===== src/rtl/serial_subtractor.sv =====
// rtl/serial_subtractor.sv - bit-serial WIDTH-bit subtractor (D = A - B - Bin) with start/busy/done handshake
module serial_subtractor #(
   parameter int WIDTH = 4
) (
   input  logic             clk,
   input  logic             rst_n,
   input  logic             start,
   input  logic [WIDTH-1:0] A,
   input  logic [WIDTH-1:0] B,
   input  logic             Bin,
   output logic             busy,
   output logic             done,
   output logic [WIDTH-1:0] D,
   output logic             Bout,
   output logic             V,
   output logic             Z
);

   localparam int CW = (WIDTH > 2) ? $clog2(WIDTH) : 1;
   localparam logic [CW-1:0] LAST_BIT = CW'(WIDTH - 1);

   typedef enum logic [1:0] {
      ST_IDLE  = 2'd0,
      ST_SHIFT = 2'd1,
      ST_DONE  = 2'd2
   } state_t;

   state_t state;
   state_t next_state;

   // operand shift registers, borrow flip-flop, partial difference and bit counter
   logic [WIDTH-1:0] a_sr;
   logic [WIDTH-1:0] b_sr;
   logic [WIDTH-2:0] d_sr;
   logic             br;
   logic [CW-1:0]    cnt;

   // sign bits of the captured operands, kept for the overflow flag
   logic             a_msb;
   logic             b_msb;

   logic             accept;
   logic             last_bit;
   logic             d_bit;
   logic             br_nxt;
   logic [WIDTH-1:0] d_full;
   logic             busy_nxt;
   logic             done_nxt;

   // one-bit full subtractor on the current LSB pair
   always_comb begin
      accept   = (state == ST_IDLE) && start;
      last_bit = (state == ST_SHIFT) && (cnt == LAST_BIT);
      d_bit    = a_sr[0] ^ b_sr[0] ^ br;
      br_nxt   = (~a_sr[0] & b_sr[0]) | (~(a_sr[0] ^ b_sr[0]) & br);
      d_full   = {d_bit, d_sr};
   end

   // state register
   always_ff @(posedge clk or negedge rst_n) begin
      if (!rst_n) begin
         state <= ST_IDLE;
      end else begin
         state <= next_state;
      end
   end

   // next-state logic: start is only honoured in IDLE, DONE lasts a single cycle
   always_comb begin
      next_state = state;
      case (state)
         ST_IDLE:  if (start) next_state = ST_SHIFT;
         ST_SHIFT: if (cnt == LAST_BIT) next_state = ST_DONE;
         ST_DONE:  next_state = ST_IDLE;
         default:  next_state = ST_IDLE;
      endcase
   end

   // output decode from the state being entered, so busy/done can be registered
   always_comb begin
      busy_nxt = (next_state == ST_SHIFT);
      done_nxt = (next_state == ST_DONE);
   end

   // registered handshake outputs
   always_ff @(posedge clk or negedge rst_n) begin
      if (!rst_n) begin
         busy <= 1'b0;
         done <= 1'b0;
      end else begin
         busy <= busy_nxt;
         done <= done_nxt;
      end
   end

   // datapath: capture operands on accept, then shift one bit per cycle
   always_ff @(posedge clk or negedge rst_n) begin
      if (!rst_n) begin
         a_sr  <= '0;
         b_sr  <= '0;
         d_sr  <= '0;
         br    <= 1'b0;
         cnt   <= '0;
         a_msb <= 1'b0;
         b_msb <= 1'b0;
      end else if (accept) begin
         a_sr  <= A;
         b_sr  <= B;
         d_sr  <= '0;
         br    <= Bin;
         cnt   <= '0;
         a_msb <= A[WIDTH-1];
         b_msb <= B[WIDTH-1];
      end else if (state == ST_SHIFT) begin
         a_sr  <= a_sr >> 1;
         b_sr  <= b_sr >> 1;
         d_sr  <= d_full[WIDTH-1:1];
         br    <= br_nxt;
         cnt   <= cnt + 1'b1;
      end
   end

   // result registers: loaded only on the final bit so they hold across the next operation
   always_ff @(posedge clk or negedge rst_n) begin
      if (!rst_n) begin
         D    <= '0;
         Bout <= 1'b0;
         V    <= 1'b0;
         Z    <= 1'b0;
      end else if (last_bit) begin
         D    <= d_full;
         Bout <= br_nxt;
         V    <= (a_msb != b_msb) && (d_bit != a_msb);
         Z    <= (d_full == '0);
      end
   end

endmodule


===== config.mk =====
export PLATFORM = sky130hd
export DESIGN_NAME = serial_subtractor
export DESIGN_NICKNAME = d
export VERILOG_FILES = /design/src/rtl/serial_subtractor.sv
export SDC_FILE = /design/constraint.sdc
export NUM_CORES = 1
export LEC_CHECK = 0
export ABC_AREA = 1
export CORE_AREA = 2 2 54 56
export DETAILED_ROUTE_END_ITERATION = 7
export DIE_AREA = 0 0 56 58
export HOLD_SLACK_MARGIN = 0.1
export PLACE_DENSITY = 0.65
export REMOVE_ABC_BUFFERS = 1
export SETUP_SLACK_MARGIN = 0.3
export SLEW_MARGIN = 20
export SYNTH_ARGS = -nofsm -noshare
export SYNTH_HDL_FRONTEND = slang
export SYNTH_SLANG_ARGS = --single-unit
export TNS_END_PERCENT = 20

===== constraint.sdc =====
create_clock -name clk -period 1.9 [get_ports clk]
set_clock_uncertainty 0.1 [all_clocks]
set_input_delay 0.285 -clock clk [delete_from_list [all_inputs] [get_ports clk]]
set_output_delay 0.285 -clock clk [all_outputs]
set_load 0.02 [all_outputs]

==> results list, run 1 <==
- Outcome: complete, no violations
- Unrepaired setup endpoints after global routing: yes
- Routed WL per cell: 12.15 µm
- Number of antenna violations at the first check in global routing: 0
- Synthesized flop and latch total: 27
- Met3 Resource Use GR: 0.02232
* Worst hold slack after final layout: 0.2047 ns
- For this run, design rule violations remaining after detail routing come to 0.
- Clock tree synthesis inserted a total of 3 buffers.
- The initial utilization of the core area, before any placement, comes to 0.4323.
- Number of buffers added to fix hold violations after cts: 0
- The worst register-to-register path has a depth of 6.
* Synthesis Warnings: 0
* Post-synthesis average cell area: 9.283 µm²
* Combined global-route utilization of all metal layers: 0.1447
- Chip Height: 58 µm
- Broken down by cell family, the worst path's largest delay share belongs to buffers and inverters.
* Clock sink total: 27
- The critical path is of the reg2out type.
* Cell leakage power: 0.7141 nW
* Share of synthesized area occupied by flip-flops and latches: 0.5870
- Largest net degree at the start of global routing: 28
- The first global-routing pass estimated 3.677 mm of wire.
- Buffers on Ports: 20
- Tightest Hold Check Type: in2async
- The congestion estimate from routability-driven global placement came to 0.7804.
* CTS H-tree depth: 1
- Time the final worst path needs with I/O delays and setup: 1.689 ns
- Area growth from synthesis to final layout: 22.17%
- Vias in the first global route: 833
- STA classifies the critical path startpoint as a flip-flop.
- Summed over all layers, the global routing overflow is 0.
* Setup TNS: 0 ns
- The largest individual stage delay along the critical path comes from the cell sky130_fd_sc_hd__clkdlybuf4s50_1.
* Die outline area: 0.003248 mm²
* R2R Path End: V
- Antenna diodes: 0
* Count of instances resized after the clock tree is built: 1
- Unique cell type count in the Yosys netlist: 15
* Slew Limit Headroom: 0.7444
- For this block, the via count after detailed routing is 888.
- The number of pins exceeding their max-slew limit in the final report was 0.
- After technology mapping, the gate count stands at 124.
- In the post-route analysis, the smallest setup slack over all paths is 0.2109 ns.
- Largest fanout on the critical path: 2
- Syn Std Cell Area: 0.001151 mm²
- Detailed placer's ending HPWL: 1.478 mm
- Setup violations remaining at the end of the flow were counted as 0.
- The core region is 0.002663 mm².
* Final Core Density: 0.5282
- Chain of cells forming the critical path: clkdlybuf4s50_1
- In the final layout, the share of cells above drive strength 1 is 0.06164.
* Top Usage Layer GRT: met2
* Cell at the root of the clock tree: sky130_fd_sc_hd__clkbuf_4
- STA puts the critical path data arrival time at 1.30 ns.
- Maximum achievable frequency: 592.0 MHz
- Clock network latency to the later pin of the worst-skew pair: 0.32 ns
- Power density normalized to cell area: 1483 mW/mm²
- Met2 Usage GRT: 0.2454
- First drt pass iteration count: 4
- Net total in the final layout: 161
- The tool flagged a number of max-cap violations equal to 0.
- 21 I/O pins were placed.
- The worst setup path is captured at a primary output.
* Deepest clock path buffer count: 2
* Wirelength, routed: 2.151 mm
- Width of the die: 56 µm
- Clock transition at the registers of the reported paths: 0.14 ns
- In the routed layout, each cell is associated on average with a via count of 5.017.
* Register-to-register setup slack: 0.37 ns
* Antenna Violating Nets Remaining: 0
- Final hold violations: 0
* Startpoint of the worst register-to-register path: a_sr[0]
- Critical path data required time: 1.51 ns
- Max incr delay on CP: 0.60 ns
- For the pin with the worst max-slew slack, the measured transition is 0.3820 ns.
- Clock tree from TritonCTS: yes
- Routing usage on met1: 0.1863
- Post-route cell area: 0.001406 mm²
* Final Cycle Share: 0.8890
- Post-CTS Setup Repair Bufs: 0
- DRC violation total after the first TritonRoute iteration: 25
- Setup slack at placement: 0.2816 ns
- Dpl cell area: 0.001379 mm²
- Number of standard-cell rows in the floorplan: 19
* WP buf/inv: 1
- Peak ir drop on the vdd network: 0.8121 mV
-- logic make-up (layout without fill, tap and decap cells) --
| logic type | after synthesis | in the layout | synth area share |
|---|---|---|---|
| DFF | 27 | 27 | 0.5870 |
| AOI/OAI and AO/OA | 9 | 9 | 0.04347 |
| adders and majority gates | 2 | 2 | 0.02826 |
| and+or+nand+nor | 72 | 72 | 0.2859 |
| buffers and inverters | 14 | 36 | 0.05543 |
-- how the worst max path moves through the flow --
stage / from / to / slack, ns / cells past startpoint
6_report: D[0] / D[0] / 0.21 / 1
5_1_grt: D[0] / D[0] / 0.17 / 1
4_1_cts: D[1] / D[1] / 0.20 / 1
3_5_place_dp: start / b_msb / 0.28 / 5
3_3_place_gp: start / a_msb / 0.33 / 5
2_1_floorplan: a_sr[0] / V / 0.48 / 6
-- stage by stage --
stage          power [W]  instances
3_5_place_dp    0.001867        173
4_1_cts         0.002108        177
5_1_grt         0.002263        177
2_1_floorplan   0.001529        120
3_3_place_gp    0.001838        173
6_report        0.002086        177
-- cell usage in the layout, fill, tap and decap left out --
cell type,n
sky130_fd_sc_hd__nand2_1,35
sky130_fd_sc_hd__nand3_1,30
sky130_fd_sc_hd__dfrtp_1,27
sky130_fd_sc_hd__clkdlybuf4s50_1,18
sky130_fd_sc_hd__inv_1,9
sky130_fd_sc_hd__o21ai_0,5
sky130_fd_sc_hd__nor2_1,4
sky130_fd_sc_hd__clkbuf_4,3
sky130_fd_sc_hd__nand2_4,2
sky130_fd_sc_hd__a21boi_0,2
sky130_fd_sc_hd__o21ai_1,2
sky130_fd_sc_hd__buf_4,2
sky130_fd_sc_hd__nand3_2,1
sky130_fd_sc_hd__inv_2,1
sky130_fd_sc_hd__fa_1,1
sky130_fd_sc_hd__ha_1,1
sky130_fd_sc_hd__clkbuf_1,1
sky130_fd_sc_hd__dlygate4sd2_1,1
sky130_fd_sc_hd__dlymetal6s2s_1,1
-- Yosys cell counts, drive strengths merged --
cell     n  area (µm²)
buf      4       26.27
nand3   31       160.1
fa       1       20.02
a21boi   2       15.01
ha       1       12.51
dfrtp   27       675.7
nor2     4       15.01
o21ai    7       35.03
nand2   37       153.9
inv     10       37.53
-- power by group --
part	switching, W	internal (W)	total, W
clock network	0.000166	0.0000823	0.000249
registers	0.000140	0.000796	0.000935
logic	0.000550	0.000352	0.000902
total	0.000856	0.00123	0.00209
-- flip-flops by register name, summed over array words and instances (netlist names), 2 cells and up --
signal  flops
D           4
cnt         2
a_sr        4
d_sr        3
state       2
b_sr        4
-- layout make-up --
type | instances | area, µm²
repair buffers | 22 | 216.5
flip-flops and latches | 27 | 675.6
clock buffers | 4 | 26.28
fillers | 262 | 1256
multi-input cells | 83 | 411.6
well taps | 31 | 38.79
inverters | 10 | 37.54
-- metal layers --
layer / wire length [µm] / vias to the layer above
met5: 0 / -
li1: - / 445
met2: 1018 / 27
met3: 107 / 5
met4: 33 / 0
met1: 993 / 411
No activity file was read; power rests on OpenSTA's default activity.
==> run 2: changes to the inputs <==
--- a/config.mk
+++ b/config.mk
@@ -9,11 +9,12 @@
 export CORE_AREA = 2 2 54 56
 export DETAILED_ROUTE_END_ITERATION = 7
 export DIE_AREA = 0 0 56 58
+export GPL_ROUTABILITY_DRIVEN = 0
 export HOLD_SLACK_MARGIN = 0.1
 export PLACE_DENSITY = 0.65
 export REMOVE_ABC_BUFFERS = 1
 export SETUP_SLACK_MARGIN = 0.3
-export SLEW_MARGIN = 20
+export SLEW_MARGIN = 10
 export SYNTH_ARGS = -nofsm -noshare
 export SYNTH_HDL_FRONTEND = slang
 export SYNTH_SLANG_ARGS = --single-unit
==> results of run 2 <==
Final layout, timing and power as in run 1 (identical DEF).
==> run 3: changes to the inputs <==
--- a/config.mk
+++ b/config.mk
@@ -6,6 +6,7 @@
 export NUM_CORES = 1
 export LEC_CHECK = 0
 export ABC_AREA = 1
+export CAP_MARGIN = 20
 export CORE_AREA = 2 2 54 56
 export DETAILED_ROUTE_END_ITERATION = 7
 export DIE_AREA = 0 0 56 58
==> results of run 3 <==
Final layout, timing and power as in run 1 (identical DEF).
